File: src/rtl/cs_pkg.sv
// Shared constants, state encoding and select bundle for the bus_cs chip-select controller.
package cs_pkg;

  localparam logic [3:0] REG_ROM     = 4'h4;
  localparam logic [3:0] REG_SCSI    = 4'h5;
  localparam logic [3:0] REG_OVLRAM0 = 4'h6;
  localparam logic [3:0] REG_OVLRAM1 = 4'h7;
  localparam logic [3:0] REG_SCCR    = 4'h9;
  localparam logic [3:0] REG_SCCW    = 4'hB;
  localparam logic [3:0] REG_IWM     = 4'hD;
  localparam logic [3:0] REG_VIA     = 4'hE;
  localparam logic [3:0] REG_IACK    = 4'hF;

  localparam logic [3:0] VID_PAGE    = 4'hF;

  localparam logic [7:0] SND_FD = 8'hFD;
  localparam logic [7:0] SND_FE = 8'hFE;
  localparam logic [7:0] SND_FF = 8'hFF;
  localparam logic [7:0] SND_A1 = 8'hA1;
  localparam logic [7:0] SND_A2 = 8'hA2;
  localparam logic [7:0] SND_A3 = 8'hA3;

  typedef enum logic [1:0] {
    IDLE,
    ACTIVE,
    WAIT
  } cs_state_e;

  typedef struct packed {
    logic fcs;
    logic iocs;
    logic iacs;
    logic romcs;
    logic ramcs;
    logic vidcs;
    logic sndcs;
  } cs_sel_t;

  // Sound buffer pages sit at the top and in the A1..A3 slice of the video page.
  function automatic logic isSndByte(input logic [7:0] b);
    return (b == SND_FD) || (b == SND_FE) || (b == SND_FF) ||
           (b == SND_A1) || (b == SND_A2) || (b == SND_A3);
  endfunction

endpackage

File: src/rtl/cs_region_decode.sv
// Combinational A[23:8] region decode into the FSB/IOB select bundle.
// Optional macro CS_VIDWR_IO_EN mirrors video-RAM writes onto the IOB select.
module cs_region_decode
  import cs_pkg::*;
#(
  parameter int RAM_BANKS = 4
) (
  input  logic [15:0] addr_i,
  input  logic        nWe_i,
  input  logic        overlay_i,
  output cs_sel_t     sel_o
);

  localparam logic [4:0] BANK_LIMIT = 5'(RAM_BANKS);
  localparam logic [3:0] VID_BANK   = 4'(RAM_BANKS - 1);

  logic [3:0] region;
  logic [3:0] vidBank;
  logic       ramHit;
  logic       vidHit;

  assign region = addr_i[15:12];

  // With the overlay on, RAM is reachable only through the 6/7 alias while ROM covers region 0.
  always_comb begin
    ramHit  = 1'b0;
    vidBank = VID_BANK;
    if (overlay_i) begin
      ramHit  = (region == REG_OVLRAM0) || (region == REG_OVLRAM1);
      vidBank = REG_OVLRAM1;
    end else begin
      ramHit  = ({1'b0, region} < BANK_LIMIT);
    end
  end

  assign vidHit = ramHit && (region == vidBank) && (addr_i[11:8] == VID_PAGE);

  always_comb begin
    sel_o       = '0;
    sel_o.ramcs = ramHit;
    sel_o.vidcs = vidHit;
    sel_o.sndcs = vidHit && isSndByte(addr_i[7:0]);
    sel_o.romcs = (region == REG_ROM) || ((region == 4'h0) && overlay_i);
    sel_o.iacs  = (region == REG_IACK);
    unique case (region)
      REG_SCSI, REG_SCCR, REG_SCCW, REG_IWM, REG_VIA, REG_IACK: sel_o.iocs = 1'b1;
      default:                                                  sel_o.fcs  = 1'b1;
    endcase
`ifdef CS_VIDWR_IO_EN
    if (vidHit && !nWe_i) begin
      sel_o.iocs = 1'b1;
    end
`endif
  end

`ifndef CS_VIDWR_IO_EN
  logic unused_nwe;
  assign unused_nwe = nWe_i;
`endif

endmodule

File: src/rtl/bus_cs.sv
// Registered 68030-side chip-select controller with boot overlay and ROM wait-state timer.
// Build option CS_VIDWR_IO_EN (see cs_region_decode) mirrors video writes onto IOCS.
module bus_cs
  import cs_pkg::*;
#(
  parameter int RAM_BANKS = 4,
  parameter int ROM_WS    = 2
) (
  input  logic        CLK,
  input  logic        nRES,
  input  logic [15:0] A,
  input  logic        nAS,
  input  logic        nWE,
  output logic        FCS,
  output logic        IOCS,
  output logic        IACS,
  output logic        ROMCS,
  output logic        RAMCS,
  output logic        VidRAMCS,
  output logic        SndRAMCS,
  output logic        ROMRdy,
  output logic        Overlay
);

  localparam logic [3:0] WS_LOAD = 4'(ROM_WS - 1);

  cs_state_e  state_q, state_d;
  cs_sel_t    sel_q, sel_d;
  cs_sel_t    selDec;
  logic [3:0] cnt_q, cnt_d;
  logic       romRdy_q, romRdy_d;
  logic       overlay_q, overlay_d;

  cs_region_decode #(
    .RAM_BANKS (RAM_BANKS)
  ) u_decode (
    .addr_i    (A),
    .nWe_i     (nWE),
    .overlay_i (overlay_q),
    .sel_o     (selDec)
  );

  always_ff @(posedge CLK or negedge nRES) begin
    if (!nRES) begin
      state_q   <= IDLE;
      sel_q     <= '0;
      cnt_q     <= '0;
      romRdy_q  <= 1'b0;
      overlay_q <= 1'b1;
    end else begin
      state_q   <= state_d;
      sel_q     <= sel_d;
      cnt_q     <= cnt_d;
      romRdy_q  <= romRdy_d;
      overlay_q <= overlay_d;
    end
  end

  // Selects are captured only on the IDLE->ACTIVE edge, so later address changes are ignored.
  always_comb begin
    state_d   = state_q;
    sel_d     = sel_q;
    cnt_d     = cnt_q;
    romRdy_d  = romRdy_q;
    overlay_d = overlay_q;
    if (nAS) begin
      state_d  = IDLE;
      sel_d    = '0;
      cnt_d    = '0;
      romRdy_d = 1'b0;
    end else begin
      unique case (state_q)
        IDLE: begin
          state_d = ACTIVE;
          sel_d   = selDec;
          if (A[15:12] == REG_ROM) begin
            overlay_d = 1'b0;
          end
          if (selDec.romcs && (ROM_WS == 0)) begin
            romRdy_d = 1'b1;
          end
        end
        ACTIVE: begin
          if (sel_q.romcs && !romRdy_q) begin
            if (ROM_WS == 1) begin
              romRdy_d = 1'b1;
            end else begin
              state_d = WAIT;
              cnt_d   = WS_LOAD;
            end
          end
        end
        WAIT: begin
          cnt_d = cnt_q - 4'd1;
          if (cnt_q == 4'd1) begin
            romRdy_d = 1'b1;
            state_d  = ACTIVE;
          end
        end
        default: state_d = IDLE;
      endcase
    end
  end

  assign FCS      = sel_q.fcs;
  assign IOCS     = sel_q.iocs;
  assign IACS     = sel_q.iacs;
  assign ROMCS    = sel_q.romcs;
  assign RAMCS    = sel_q.ramcs;
  assign VidRAMCS = sel_q.vidcs;
  assign SndRAMCS = sel_q.sndcs;
  assign ROMRdy   = romRdy_q;
  assign Overlay  = overlay_q;

endmodule
File: config.mk
export PLATFORM = sky130hd
export DESIGN_NAME = bus_cs
export DESIGN_NICKNAME = d
export VERILOG_FILES = /design/src/rtl/cs_pkg.sv /design/src/rtl/cs_region_decode.sv /design/src/rtl/bus_cs.sv
export SDC_FILE = /design/constraint.sdc
export NUM_CORES = 1
export LEC_CHECK = 0
export ABC_AREA = 0
export CORE_UTILIZATION = 30
export DETAILED_ROUTE_END_ITERATION = 12
export PLACE_DENSITY = 0.6
export SETUP_SLACK_MARGIN = 0.02
export SYNTH_ARGS = -nofsm -noshare
export SYNTH_HDL_FRONTEND = slang
export SYNTH_SLANG_ARGS = --single-unit
File: constraint.sdc
create_clock -name CLK -period 1.5 [get_ports CLK]
set_input_delay 0.15 -clock CLK [delete_from_list [all_inputs] [get_ports CLK]]
set_output_delay 0.15 -clock CLK [all_outputs]
set_load 0.03 [all_outputs]
==> impl_metrics.yaml <==
finish:
  n_fill_cell: 257
  n_antenna_cell: 0
  final_nets: 143
  fin_area_sq_um: 1160
  area_growth_pct: 46.4
  mostFrequentLayoutCells: "clkdlybuf4s50_1, dfrtp_1, nand2_1, nor2_1, inv_1"
  final_common_cell: "clkdlybuf4s50_1"
  drive_above_1_share_pct: 9.17
floorplan:
  die_area_sq_um: 2850
  die_w_microns: 53.3
  initial_core_util_pct: 31.9
  num_rows: 18
  core_sq_um: 2480
  fp.dieH_microns: 53.3
  ios: 29
route:
  routedWlPerCell_microns: 11.7
  num_vias: 739
  postRouteAntennaNets: 0
  dr_wl_met2_microns: 844
  first_pass_iters: 3
  highest-signal-layer: "met4"
  wl_met3_microns: 89
  remaining_drc_errors: 0
  drtIter0Drc: 6
  wirelength_microns: 1750
  met1_length_microns: 802
  via_per_inst: 4.93
clocking:
  cts_buffers: 3
  clock_path_buffers: 2
  cts_tree: "done"
  h-tree-depth: 1
  clk_latency_ps: 280
  cts.sinks: 15
  cts-root-buf: "clkbuf_4"
  postCtsHoldBufs: 0
  clk_pin_slew_worst_paths_ps: 90
  cts_resized: 5
  post-cts-setup-buffer-count: 0
grt:
  antenna_found_initial: 0
  gr-usage-all-layers_pct: 15.1
  grt_pass1_vias: 714
  grt_overflow_total: 0
  grt_max_degree: 16
  grt_pass1_wl_microns: 2990
synth:
  synth_nets: 108
  avgSynthCellArea_sq_um: 9.19
  syn_area_sq_um: 791
  synth_cells: 86
  yosysSeqAreaShare_pct: 47.6
  ys_types: 35
  ys_ff_latch: 15
  yosys_warnings: 0
  synthArstFlopShare_pct: 100
  synth-edff-count: 0
  yosys_most_used_dff: "dfrtp_1"
sta:
  relSlewSlack_pct: 75.1
  drv_slew: 0
  setup_viol: 0
  post-route-period-util_pct: 91.8
  fin_crit_ps: 1380
  final_hold_viol_count: 0
  fin_skew_ps: 2.85
  max_freq_mhz: 726
  setup_ws_ps: 123
  rsz0062_at_grt: "no"
  setup_tns_ps: 0
  worst_slew_pin_slew_ps: 373
critical_path:
  cp-start-kind: "register"
  rrSetupSlack_ps: 170
  crit_required_ps: 1350
  max_stage_delay_ps: 540
  crit_fanout: 2
  worstPathArrival_ps: 1230
  endpoint_kind: "primary output"
  crit_chain: "dlygate4sd2_1"
  cp_num_buf_inv: 1
  cp_slowest_cell: "dfstp_2"
  r2r-end: "state_q[1]$_DFFE_PN0P_"
  ff2ff_path_depth: 6
  reg2reg_from: "cnt_q[1]$_DFFE_PN0P_"
  critPathTopFamily: "flip-flops"
  crit_type: "reg -> out"
run:
  drv_cap: 0
outcome:
  outcome: "finished clean"
power:
  p_per_area_nw_per_um2: 759
  leakagePower_uw: 0.000588
  peakVddDrop_mv: 0.606
placement:
  io_buffer_count: 27
  dpl.hpwl_microns: 1400
  place.gp.congestion: 0.720
  place_ws_ps: 32.1
  placedInstanceArea_sq_um: 1130
worst_hold_path:
  hp-class: "in -> async"
## cells by family (layout without fill, tap and decap cells)
group / Yosys count / in the layout / synth area share, %
flip-flops: 15 / 15 / 47.6
buffers and inverters: 8 / 42 / 3.95
AND/OR/NAND/NOR: 37 / 37 / 23.9
XOR/XNOR: 2 / 2 / 2.22
AO/OA/AOI/OAI: 22 / 22 / 19.1
adder cells (fa/ha/maj): 2 / 2 / 3.16
## state kept, by name, indices dropped and copies added (netlist names)
| name | flops |
|---|---|
| VidRAMCS | 1 |
| ROMCS | 1 |
| RAMCS | 1 |
| FCS | 1 |
| SndRAMCS | 1 |
| Overlay | 1 |
| state_q | 2 |
| cnt_q | 4 |
| ROMRdy | 1 |
| IOCS | 1 |
| IACS | 1 |
## how the worst max path moves through the flow
stage / start / end / slack, ps / depth (start not counted)
5_1_grt: cnt_q[1]$_DFFE_PN0P_ / state_q[1]$_DFFE_PN0P_ / 30 / 6
3_3_place_gp: A[2] / SndRAMCS$_DFFE_PN0P_ / 70 / 5
2_1_floorplan: ROMRdy$_DFFE_PN0P_ / cnt_q[0]$_DFFE_PN0P_ / 210 / 4
4_1_cts: SndRAMCS$_DFFE_PN0P_ / SndRAMCS / 20 / 1
3_5_place_dp: A[2] / SndRAMCS$_DFFE_PN0P_ / 30 / 5
6_report: Overlay$_DFFE_PN1P_ / Overlay / 120 / 1
## Yosys cell counts (2+ instances only)
master	n	share of area [%]
ha_1	2	3.2
nor2_1	8	3.8
a22oi_1	2	1.9
nand3_1	4	2.5
o21ai_0	4	2.5
nor3_1	2	1.3
nor2b_1	2	1.6
dfrtp_1	14	44
nand2b_1	3	2.4
nand2_1	9	4.3
inv_1	6	2.8
o21a_1	2	1.9
nand4_1	2	1.6
a21oi_1	5	3.2
## layer usage
metal	vias up	GRT usage (%)
met5	-	0
met4	0	3.95
met3	2	6.61
met2	17	26.7
met1	349	16.1
li1	371	-
## metrics by stage
stage               instances  utilization [%]  power [uW]  hold slack (ps)
floorplan                  86                -         536             -146
global placement          146             45.5         655              450
detailed placement        146             45.5         656              454
CTS                       150             46.3         894              168
global route              150             46.7         946              179
finish                    150             46.7         879              165
## cell type report
cell class	count	area (sq um)	area share, %
multi-input cells	63	383	33.1
inverters	6	22.5	1.95
flip-flops and latches	15	377	32.5
repair buffers	32	312	26.9
clock buffers	4	26.3	2.27
well taps	30	37.5	3.24
## power by group
group	internal, uW	leakage [uW]	switching [uW]
logic	102	0.000371	99.1
registers	425	0.000202	12.9
clock network	103	0.0000150	136
total	631	0.000588	248
No activity file was read; power rests on OpenSTA's default activity.
